[src/rtl/seq_divider_pkg.sv]
// rtl/seq_divider_pkg.sv - shared types, default width and counter sizing for seq_divider
// Optional signed mode selected by SEQ_DIVIDER_SIGNED_EN.
package seq_divider_pkg;

    localparam int DEFAULT_WIDTH = 8;

    typedef enum logic [1:0] {
        S_IDLE  = 2'd0,
        S_CALC  = 2'd1,
`ifdef SEQ_DIVIDER_SIGNED_EN
        S_FIXUP = 2'd2,
`endif
        S_DONE  = 2'd3
    } state_t;

    // Enough bits to hold the step count 0..w.
    function automatic int cnt_width(input int w);
        return $clog2(w + 1);
    endfunction

endpackage

[src/rtl/div_restore_step.sv]
// rtl/div_restore_step.sv - one combinational restoring-division iteration
// Shifts in the next dividend bit, trial-subtracts the divisor, keeps or restores.
module div_restore_step
    import seq_divider_pkg::*;
#(
    parameter int WIDTH = DEFAULT_WIDTH
) (
    input  logic [WIDTH-1:0] rem_in,
    input  logic             msb_in,
    input  logic [WIDTH-1:0] divisor,
    output logic [WIDTH-1:0] rem_out,
    output logic             q_bit
);

    logic [WIDTH:0] shifted;
    logic [WIDTH:0] diff;

    assign shifted = {rem_in, msb_in};
    assign diff    = shifted - {1'b0, divisor};
    // Top bit of the WIDTH+1 difference is the borrow: clear means it fit.
    assign q_bit   = ~diff[WIDTH];
    assign rem_out = q_bit ? diff[WIDTH-1:0] : shifted[WIDTH-1:0];

endmodule

[src/rtl/seq_divider.sv]
// rtl/seq_divider.sv - multi-cycle restoring divider, one quotient bit per clock
// Define SEQ_DIVIDER_SIGNED_EN for two's-complement operands (adds a FIXUP state).
module seq_divider
    import seq_divider_pkg::*;
#(
    parameter int WIDTH = DEFAULT_WIDTH
) (
    input  logic             Clk,
    input  logic             Rst_n,
    input  logic             Start,
    input  logic [WIDTH-1:0] Dividend,
    input  logic [WIDTH-1:0] Divisor,
    output logic             Busy,
    output logic             Done,
    output logic [WIDTH-1:0] Quotient,
    output logic [WIDTH-1:0] Remainder,
    output logic             DivByZero
);

    localparam int CW = cnt_width(WIDTH);

    state_t           state, state_nxt;
    logic [CW-1:0]    cnt;
    logic [WIDTH-1:0] dq;
    logic [WIDTH-1:0] dvs;
    logic [WIDTH-1:0] rem;
    logic [WIDTH-1:0] dd_load;
    logic [WIDTH-1:0] dv_load;
    logic [WIDTH-1:0] step_rem;
    logic             step_q;
    logic             dz;
    logic             last_step;

`ifdef SEQ_DIVIDER_SIGNED_EN
    logic q_neg;
    logic r_neg;

    // A zero divisor keeps the raw dividend so it can be returned as the remainder.
    assign dd_load = (Divisor == '0 || !Dividend[WIDTH-1]) ? Dividend
                                                           : {WIDTH{1'b0}} - Dividend;
    assign dv_load = Divisor[WIDTH-1] ? {WIDTH{1'b0}} - Divisor : Divisor;
`else
    assign dd_load = Dividend;
    assign dv_load = Divisor;
`endif

    assign Busy      = (state != S_IDLE);
    assign last_step = (cnt == CW'(WIDTH - 1));

    div_restore_step #(.WIDTH(WIDTH)) u_step (
        .rem_in  (rem),
        .msb_in  (dq[WIDTH-1]),
        .divisor (dvs),
        .rem_out (step_rem),
        .q_bit   (step_q)
    );

    always_ff @(posedge Clk or negedge Rst_n) begin
        if (!Rst_n) begin
            state <= S_IDLE;
        end else begin
            state <= state_nxt;
        end
    end

    always_comb begin
        state_nxt = state;
        case (state)
            S_IDLE: begin
                if (Start) begin
                    state_nxt = (Divisor == '0) ? S_DONE : S_CALC;
                end
            end
            S_CALC: begin
                if (last_step) begin
`ifdef SEQ_DIVIDER_SIGNED_EN
                    state_nxt = S_FIXUP;
`else
                    state_nxt = S_DONE;
`endif
                end
            end
`ifdef SEQ_DIVIDER_SIGNED_EN
            S_FIXUP: state_nxt = S_DONE;
`endif
            S_DONE:  state_nxt = S_IDLE;
            default: state_nxt = S_IDLE;
        endcase
    end

    // dq starts as the dividend and fills with quotient bits as it shifts left.
    always_ff @(posedge Clk or negedge Rst_n) begin
        if (!Rst_n) begin
            cnt       <= '0;
            dq        <= '0;
            dvs       <= '0;
            rem       <= '0;
            dz        <= 1'b0;
            Done      <= 1'b0;
            Quotient  <= '0;
            Remainder <= '0;
            DivByZero <= 1'b0;
`ifdef SEQ_DIVIDER_SIGNED_EN
            q_neg     <= 1'b0;
            r_neg     <= 1'b0;
`endif
        end else begin
            Done <= 1'b0;
            case (state)
                S_IDLE: begin
                    if (Start) begin
                        dq        <= dd_load;
                        dvs       <= dv_load;
                        rem       <= '0;
                        cnt       <= '0;
                        dz        <= (Divisor == '0);
                        Quotient  <= '0;
                        Remainder <= '0;
                        DivByZero <= 1'b0;
`ifdef SEQ_DIVIDER_SIGNED_EN
                        q_neg     <= Dividend[WIDTH-1] ^ Divisor[WIDTH-1];
                        r_neg     <= Dividend[WIDTH-1];
`endif
                    end
                end
                S_CALC: begin
                    rem <= step_rem;
                    dq  <= {dq[WIDTH-2:0], step_q};
                    cnt <= cnt + CW'(1);
                end
`ifdef SEQ_DIVIDER_SIGNED_EN
                S_FIXUP: begin
                    if (q_neg) dq  <= {WIDTH{1'b0}} - dq;
                    if (r_neg) rem <= {WIDTH{1'b0}} - rem;
                end
`endif
                S_DONE: begin
                    Done      <= 1'b1;
                    DivByZero <= dz;
                    Quotient  <= dz ? {WIDTH{1'b1}} : dq;
                    Remainder <= dz ? dq : rem;
                end
                default: ;
            endcase
        end
    end

endmodule

[config.mk]
export PLATFORM = sky130hd
export DESIGN_NAME = seq_divider
export DESIGN_NICKNAME = d
export VERILOG_FILES = /design/src/rtl/seq_divider_pkg.sv /design/src/rtl/div_restore_step.sv /design/src/rtl/seq_divider.sv
export SDC_FILE = /design/constraint.sdc
export NUM_CORES = 1
export LEC_CHECK = 0
export BUFFER_PORTS_ARGS = -buffer_cell sky130_fd_sc_hd__clkbuf_2
export CORE_ASPECT_RATIO = 2
export CORE_MARGIN = 10
export CORE_UTILIZATION = 60
export DETAILED_ROUTE_END_ITERATION = 8
export GPL_ROUTABILITY_DRIVEN = 0
export GPL_TIMING_DRIVEN = 0
export HOLD_SLACK_MARGIN = 0.06
export PLACE_DENSITY = 0.88
export SLEW_MARGIN = 20
export SYNTH_ARGS = -nofsm -noshare
export SYNTH_HDL_FRONTEND = slang
export SYNTH_SLANG_ARGS = --single-unit
[constraint.sdc]
create_clock -name Clk -period 5.05 [get_ports Clk]
set_input_delay 0.7575 -clock Clk [delete_from_list [all_inputs] [get_ports Clk]]
set_output_delay 0.7575 -clock Clk [all_outputs]
set_load 0.01 [all_outputs]
==> qor.txt, run 1 <==
DP HPWL: 4.57 mm
FF-to-FF path depth: 10
Worst setup startpoint: dq[7]
Vias in the first global route: 2,169
Max FO, Critical Path: 9
Outcome: finished clean
Setup TNS: 0 ns
Most area-hungry cell type in the Yosys netlist: dfrtp_1
Most frequent cells after synthesis: dfrtp_1, nand2_1, o21ai_0, nand3_1, mux2i_1
Routed WL: 5.79 mm
CTS resizes: 0
Fin. max-slew vios: 0
RSZ-0062 raised after global routing: false
DRT iter0 DRCs: 87
CTS tree: yes
Final setup fails: 0
Total power: 2.07 mW
Peak supply drop: 568 uV
Synth warn: 0
Largest net degree at the start of global routing: 50
CP startpoint kind: register
Global route overflow: 0
CP peak stage delay: 0.41 ns
Buffers & Inverters on Critical Path: 2
Critical Path AT: 2.80 ns
Crit Path Class: reg -> reg
Initial core utilization: 62.8%
Final Hold Fails: 0
FF-to-FF Start: dq[7]
Pre-CTS WS: 2.49 ns
CP max-delay cell: dfrtp_1
Vert. Die Dim: 110 microns
Row count: 32
Synth cell types: 31
Period utilization: 52.2%
Non-Filler Instances: 350
Worst min-delay path category: in -> async
Worst r2r dst: rem[3]
CTS Buffer Depth: 2
Async set or reset register ratio after synthesis: 100%
Via density: 5.83
Final min period: 2.64 ns
Clock sinks: 49
Initial antenna violation count: 0
Cell with the most instances after synthesis: dfrtp_1
Share of layout cells above drive strength 1: 16.1%
Worst EP required: 5.21 ns
Setup Skew: 0.00556 ns
Power density of the placed cells: 738 nW/um^2
DRC: 0
Lkg Pwr: 1.35 nW
Clock slew at reported path FFs: 0.09 ns
Fmax: 379 MHz
Worst-margin pin slew: 0.661 ns
GRT Total Usage: 17.9%
I/O pins: 38
Crit path max-delay family: compound AO/OA/AOI/OAI gates
Top post-synthesis cells by area: dfrtp_1, o21ai_0, mux2i_1
Die W: 65.1 microns
Core Footprint: 3880 sq um
Setup Buffers After CTS: 0
Worst rel slew slack: 55.9%
Synthesized cell area: 2440 sq um
Cells after Synth: 254
Vias after detailed routing: 2,039
Num CTS Buffers: 5
Critical Path Sink Type: register
Final core occ: 72.3%
Maxcap violations: 0
Detailed Routing Iterations Pass 1: 4
Layout area overhead: 15.1%
Port Buffers: 37
Clock root cell: clkbuf_8
DIE AREA: 7170 sq um
Reg2reg setup slack: 2.41 ns
Routed len/inst: 16.6 microns
Most used flip-flop cell after synthesis: dfrtp_1
FILL cells: 318
Placed insts: 342
Total Nets Final: 327
Critical path's most frequent cell: inv_1
Post-DRT Antenna Nets: 0
CTS hold repair buffers: 0
Post-synth EDFFs: 0
Seq cells post-synth: 49
# diodes: 0
Crit-path cells: inv_1, ha_1, inv_1, fa_1, a21o_1, a221oi_4, nand2_2, o311ai_4, mux2i_1, o21ai_0
Syn nets: 283
Sequential area share after synthesis: 50.3%
H-tree levels: 2
Yosys top cell area share: 50.3%
Setup slack after layout: 2.41 ns
Mean Syn Cell Area: 9.61 sq um
First-pass GRT wire length: 10.0 mm
Clk Latency, worst-skew pair: 0.30 ns
[flip-flops by register name, summed over array words and instances, names as in the netlist]
name,cells
dz,1
dvs,8
DivByZero,1
rem,8
Quotient,8
dq,8
state,2
Remainder,8
Done,1
cnt,4
[stage by stage]
stage	hold slack (ns)	area, sq um
floorplan	0.448	2440
detailed placement	0.490	2690
global placement	0.476	2690
finish	0.494	2810
global route	0.533	2810
CTS	0.502	2810
[cell type report]
class                   count  area [sq um]  area share, %
repair buffers             37           188           6.68
inverters                  13          48.8           1.74
clock inverters             1          30.0           1.07
multi-input cells         179          1120           39.8
well taps                  51          63.8           2.27
flip-flops and latches     49          1230           43.7
clock buffers               7          86.3           3.07
plain buffers              13          48.8           1.74
[power by group]
part           internal (mW)  switching (mW)  leakage [nW]
registers              0.565           0.134         0.627
clock network          0.161           0.127        0.0585
logic                  0.471           0.612         0.668
[cell usage in the layout (no fill, tap or decap)]
master / instances
o21ai_1: 1
nand2b_1: 4
o21a_1: 1
nor2_1: 13
nand2_1: 41
clkbuf_2: 36
a31oi_1: 1
a22o_1: 1
clkbuf_8: 6
a22oi_1: 8
nand3_1: 19
nand4b_1: 2
o311ai_4: 1
xnor2_1: 4
buf_1: 2
bufinv_16: 1
dfrtp_1: 49
and2_1: 1
clkbuf_4: 1
fa_1: 1
a2bb2oi_1: 1
ha_1: 9
a21oi_1: 5
nand2_2: 1
and3_2: 1
o21ai_0: 38
nor4_1: 2
a221oi_4: 1
a21o_1: 2
xor2_1: 2
inv_1: 13
nand4_1: 1
clkbuf_1: 12
nor2b_1: 2
mux2i_1: 16
[kinds of logic after synthesis]
kind of cell             share of synthesized area, %
AO/OA/AOI/OAI                                    15.5
XOR/XNOR                                         2.15
adder cells (fa/ha/maj)                          5.44
buffers and inverters                            4.00
flip-flops                                       50.3
multiplexers                                     6.56
AND/OR/NAND/NOR                                  16.1
[how the worst max path moves through the flow]
| stage | endpoint | slack (ns) | cells after the start |
|---|---|---|---|
| detailed placement | rem[3] | 2.49 | 10 |
| global placement | rem[2] | 2.57 | 10 |
| floorplan | rem[0] | 2.77 | 10 |
| global route | rem[2] | 2.27 | 10 |
| CTS | rem[3] | 2.43 | 10 |
| finish | rem[3] | 2.41 | 10 |
[worst register-to-register path: stages (launching register included)]
cell	delay [ns]
dfrtp_1	0.41
inv_1	0.10
ha_1	0.20
inv_1	0.07
fa_1	0.40
a21o_1	0.24
a221oi_4	0.37
nand2_2	0.12
o311ai_4	0.21
mux2i_1	0.28
o21ai_0	0.11
[layer usage]
metal	vias to the layer above	part of all wire, %	GRT usage [%]
met2	55	55	32.6
met1	998	35	17.3
met5	-	0	0
met3	22	5.0	4.95
li1	964	-	-
met4	0	4.5	10.6
No activity file was read; power rests on OpenSTA's default activity.
==> run 2: changes to the inputs <==
--- a/config.mk
+++ b/config.mk
@@ -5,15 +5,16 @@
 export SDC_FILE = /design/constraint.sdc
 export NUM_CORES = 1
 export LEC_CHECK = 0
+export ABC_AREA = 1
 export BUFFER_PORTS_ARGS = -buffer_cell sky130_fd_sc_hd__clkbuf_2
 export CORE_ASPECT_RATIO = 2
 export CORE_MARGIN = 10
-export CORE_UTILIZATION = 60
+export CORE_UTILIZATION = 57
 export DETAILED_ROUTE_END_ITERATION = 8
 export GPL_ROUTABILITY_DRIVEN = 0
 export GPL_TIMING_DRIVEN = 0
 export HOLD_SLACK_MARGIN = 0.06
-export PLACE_DENSITY = 0.88
+export PLACE_DENSITY = 0.84
 export SLEW_MARGIN = 20
 export SYNTH_ARGS = -nofsm -noshare
 export SYNTH_HDL_FRONTEND = slang
==> constraint.sdc (replaced) <==
create_clock -name Clk -period 2.75 [get_ports Clk]
set_input_delay 0.4125 -clock Clk [delete_from_list [all_inputs] [get_ports Clk]]
set_output_delay 0.4125 -clock Clk [all_outputs]
set_load 0.01 [all_outputs]
==> qor.txt, run 2 <==
Critical Path Sink Type: register
Non-Filler Instances: 411
Clk Latency, worst-skew pair: 0.30 ns
Post-DRT Antenna Nets: 0
FF-to-FF Start: dq[7]
Hold slack: 0.161 ns
Worst-margin pin slew: 0.667 ns
Clock root cell: clkbuf_8
Worst EP required: 2.95 ns
DP HPWL: 4.82 mm
Fmax: 482 MHz
Storage cell area: 1230 sq um
DRC: 0
Total Nets Final: 386
Period utilization: 75.5%
Final core occ: 66.9%
CTS hold repair buffers: 0
Vert. Die Dim: 115 microns
Initial antenna violation count: 0
Critical Path AT: 2.27 ns
Most common cell after layout, fill and taps aside: nand2_1
Multi-input combinational cell area: 1180 sq um
Most used flip-flop cell after synthesis: dfrtp_1
Placed insts: 404
DIE AREA: 7800 sq um
Async set or reset register ratio after synthesis: 100%
Die W: 67.7 microns
Global route overflow: 0
Final Hold Fails: 0
Setup Skew: 0.0101 ns
Share of layout cells above drive strength 1: 18.5%
Via density: 5.42
Lkg Pwr: 1.60 nW
Max FO, Critical Path: 9
Layout area overhead: 13.2%
Yosys top cell area share: 47.4%
Row count: 34
Seq cells post-synth: 49
Post-synth EDFFs: 0
RSZ-0062 raised after global routing: false
Detailed Routing Iterations Pass 1: 4
Vias after detailed routing: 2,227
FILL cells: 382
Maxcap violations: 0
Synthesized cell area: 2590 sq um
Clock sinks: 49
Most frequent cells in the layout: nand2_1, dfrtp_1, clkbuf_2
I/O pins: 38
Worst rel slew slack: 55.6%
Power density of the placed cells: 1380 nW/um^2
Most frequent cells after synthesis: nand2_1, dfrtp_1, nand3_1, o21ai_0, inv_1
CTS resizes: 0
Setup Buffers After CTS: 0
Worst min-delay path category: in -> async
Cells after Synth: 313
Cell with the most instances after synthesis: nand2_1
Most area-hungry cell type in the Yosys netlist: dfrtp_1
GRT Total Usage: 17.0%
Mean Syn Cell Area: 8.27 sq um
Routed WL: 6.21 mm
Sequential area share after synthesis: 47.4%
Peak supply drop: 966 uV
DRT iter0 DRCs: 92
CP startpoint kind: register
Final min period: 2.08 ns
# diodes: 0
Clock slew at reported path FFs: 0.09 ns
Largest net degree at the start of global routing: 50
Core Footprint: 4380 sq um
CTS Buffer Depth: 2
Vias in the first global route: 2,246
Outcome: finished clean
First-pass GRT wire length: 10.3 mm
Fin. max-slew vios: 0
H-tree levels: 2
Initial core utilization: 59.1%
CTS tree: yes
Setup TNS: 0 ns
Final setup fails: 0
Syn nets: 342
Synth warn: 0
Synth cell types: 34
Top post-synthesis cells by area: dfrtp_1, nand2_1, nand3_1
Worst setup startpoint: dq[7]
Num CTS Buffers: 5
Port Buffers: 37
Routed len/inst: 15.1 microns
Crit Path Class: reg -> reg
-- run 2: cell types whose count changed after synthesis, moves of 4 or more --
cell,before,now
buf_2,0,4
clkbuf_1,11,4
inv_1,13,29
inv_2,0,4
mux2i_1,16,1
nand2_1,41,89
nand2_2,1,6
nand2b_1,4,0
nand3_1,19,30
nand3b_1,0,7
o21ai_0,38,30
o21ai_1,1,5
-- run 2: final timing paths --
check,to,slack (ns),cells after the start
hold / removal,dvs[0],0.16,1
max in group asynchronous,Quotient[3],2.14,1
min in group Clk,dq[2],0.33,3
hold reg to reg,dvs[5],0.50,2
setup / recovery,rem[1],0.67,14
setup reg to reg,rem[1],0.67,14
-- run 2: worst max-delay path, cell delays in order, from the launching register on --
cell and delay, ns:
dfrtp_1 0.42, inv_1 0.12, ha_1 0.15, inv_1 0.06, fa_1 0.42, nand2_1 0.09
nand2_1 0.06, nand3_2 0.12, nand2_2 0.08, nand2_4 0.15, nand2_8 0.10, nand2_2 0.06
nand2_1 0.04, nand2_1 0.06, nand2_1 0.06
-- run 2: power by group --
part | internal (mW) | switching (mW) | leakage, nW
combinational | 0.883 | 1.42 | 0.929
clock | 0.200 | 0.222 | 0.0443
sequential | 1.04 | 0.267 | 0.627
total | 2.13 | 1.91 | 1.60
-- run 2: cell type report --
| class | instances | area share, % |
|---|---|---|
| Sequential cell | 49 | 41.8 |
| Tap cell | 54 | 2.31 |
| Timing Repair Buffer | 37 | 6.40 |
| Multi-Input combinational cell | 220 | 40.4 |
| Buffer | 10 | 1.71 |
| Inverter | 34 | 4.36 |
| Clock buffer | 7 | 2.95 |
-- run 2: kinds of logic after synthesis --
family,Yosys count,synth area share (%)
AND/OR/NAND/NOR,156,28.0
AO/OA/AOI/OAI,50,11.3
flip-flops,49,47.4
buffers and inverters,44,6.86
adder cells (fa/ha/maj),10,5.12
XOR/XNOR,3,1.02
multiplexers,1,0.387
-- run 2: metal layers --
| layer | global-route usage [%] | vias to the layer above | routed length (microns) |
|---|---|---|---|
| met5 | 0 | - | 0 |
| met4 | 8.54 | 0 | 227 |
| met3 | 2.63 | 19 | 201 |
| met2 | 31.4 | 55 | 3500 |
| met1 | 17.4 | 1046 | 2280 |
| li1 | - | 1107 | - |
-- run 2: stage by stage --
| step | total power, mW | instance area, sq um | worst slack (ns) |
|---|---|---|---|
| after floorplan | 3.01 | 2590 | 0.923 |
| after global placement | 3.53 | 2840 | 0.720 |
| after detailed placement | 3.62 | 2840 | 0.702 |
| after CTS | 4.06 | 2930 | 0.667 |
| after global routing | 4.43 | 2930 | 0.554 |
| final | 4.04 | 2930 | 0.674 |
==> run 3: changes to the inputs <==
==> constraint.sdc (replaced) <==
create_clock -name Clk -period 2.05 [get_ports Clk]
set_input_delay 0.3075 -clock Clk [delete_from_list [all_inputs] [get_ports Clk]]
set_output_delay 0.3075 -clock Clk [all_outputs]
set_load 0.01 [all_outputs]
==> qor.txt, run 3 (synthesized netlist as in run 2, its figures left out) <==
Largest net degree at the start of global routing: 50
Final min period: 1.96 ns
Initial core utilization: 59.1%
Layout area overhead: 14.4%
Share of layout cells above drive strength 1: 19.9%
Port Buffers: 37
DIE AREA: 7800 sq um
Peak supply drop: 1300 uV
RSZ-0062 raised after global routing: false
Placed insts: 404
Clk pwr share: 10.2%
Crit Path Class: reg -> reg
Via density: 5.42
CP peak stage delay: 0.41 ns
Clock slew at reported path FFs: 0.09 ns
Clock root cell: clkbuf_8
Critical Path Sink Type: register
Vias after detailed routing: 2,248
DRC: 0
Routed len/inst: 15.3 microns
H-tree levels: 2
Clock sinks: 49
Post-DRT Antenna Nets: 0
Global route overflow: 0
CTS tree: yes
Critical path's most frequent cell: nand2_1
Period utilization: 95.6%
Maxcap violations: 0
Storage cell area: 1230 sq um
Vert. Die Dim: 115 microns
Final Hold Fails: 0
Fmax: 510 MHz
Internal power: 2.91 mW
Power density of the placed cells: 1870 nW/um^2
GRT Total Usage: 17.2%
Die W: 67.7 microns
DRT iter0 DRCs: 92
Vias in the first global route: 2,263
Outcome: finished clean
Fin. max-slew vios: 0
Worst rel slew slack: 55.6%
Non-Filler Instances: 415
Worst EP required: 2.25 ns
Logic gate share of total power: 58.0%
Worst min-delay path category: in -> async
Worst-margin pin slew: 0.666 ns
Lkg Pwr: 1.62 nW
I/O pins: 38
DP HPWL: 4.82 mm
Total Nets Final: 390
Row count: 34
Switch Pwr: 2.62 mW
CP max-delay cell: dfrtp_1
Setup Skew: 0.0103 ns
FILL cells: 375
Net Sw Frac: 47.4%
Multi-input combinational cell area: 1190 sq um
CTS Buffer Depth: 2
Num CTS Buffers: 5
Crit-path cells: inv_2, ha_1, inv_1, fa_2, nand2_1, nand2_1, nand3_2, nand2_2, nand2_4, nand2_8, nand2_2, nand2_1, nand2_1, nand2_1
Total power: 5.53 mW
Most frequent cells in the layout: nand2_1, dfrtp_1, clkbuf_2
Initial antenna violation count: 0
Routed WL: 6.35 mm
# diodes: 0
CP startpoint kind: register
Setup TNS: 0 ns
Max FO, Critical Path: 9
Clk Latency, worst-skew pair: 0.30 ns
Most common cell after layout, fill and taps aside: nand2_1
Final setup fails: 0
CTS hold repair buffers: 0
Seq pwr share: 31.8%
Detailed Routing Iterations Pass 1: 4
Core Footprint: 4380 sq um
Critical Path AT: 2.16 ns
First-pass GRT wire length: 10.4 mm
-- run 3: changes by cell type in the layout (fill, tap and decap cells not counted) --
cell / before / now
inv_2: 4 / 5
fa_2: 0 / 1
fa_1: 1 / 0
buf_4: 2 / 5
nand2_2: 6 / 7
inv_1: 29 / 28
-- run 3: final cells by class --
class | count | share of cell area (%)
sequential | 49 | 41.4
multi-input combinational | 221 | 40.3
timing repair buffer | 40 | 7.10
inverter | 34 | 4.31
clock buffer | 7 | 2.92
tap | 54 | 2.28
buffer | 10 | 1.69
-- run 3: power by group through the flow --
stage	combinational (mW)	clock (mW)	sequential, mW
final	3.21	0.566	1.76
after global routing	3.62	0.604	1.82
after floorplan	2.32	0	1.72
after global placement	2.98	0	1.76
after CTS	3.17	0.567	1.75
after detailed placement	3.09	0	1.77
-- run 3: layer usage --
layer	track usage [%]	wire length [microns]
met5	0	0
met4	8.54	225
met3	2.63	157
met2	31.8	3600
met1	17.5	2360
-- run 3: critical path: cells and delay by family (launching register included) --
family,cells,cell delay (ns)
adder cells (fa/ha/maj),2,0.50
AND/OR/NAND/NOR,10,0.80
buffers and inverters,2,0.15
flip-flops,1,0.41
-- run 3: what timing repair did --
item,4_1_cts,5_1_grt
gates cloned,1,0
gates resized for setup,1,1
pin swaps,1,2
endpoints found under the setup margin,3,9
setup buffers,0,3
-- run 3: through the flow --
stage / setup WS (ns) / hold slack [ns] / instance area, sq um / util (%)
after global routing: 0.00723 / 0.108 / 2960 / 67.6
after detailed placement: 0.00172 / 0.401 / 2840 / 64.9
after floorplan: 0.223 / 0.0119 / 2590 / -
final: 0.0895 / 0.0565 / 2960 / 67.6
after global placement: 0.0199 / 0.469 / 2840 / 64.8
after CTS: 0.0213 / 0.0785 / 2940 / 67.1
-- run 3: worst paths after layout --
check                       startpoint           to  slack, ns  cells after the start
max reg2reg                      dq[7]       rem[1]       0.09                     14
min in group Clk           Dividend[4]        dq[4]       0.23                      3
max in group asynchronous        Rst_n  Quotient[3]       1.55                      1
max                              dq[7]       rem[1]       0.09                     14
min reg2reg                     dvs[5]       dvs[5]       0.50                      2
min                              Rst_n       dvs[0]       0.06                      1
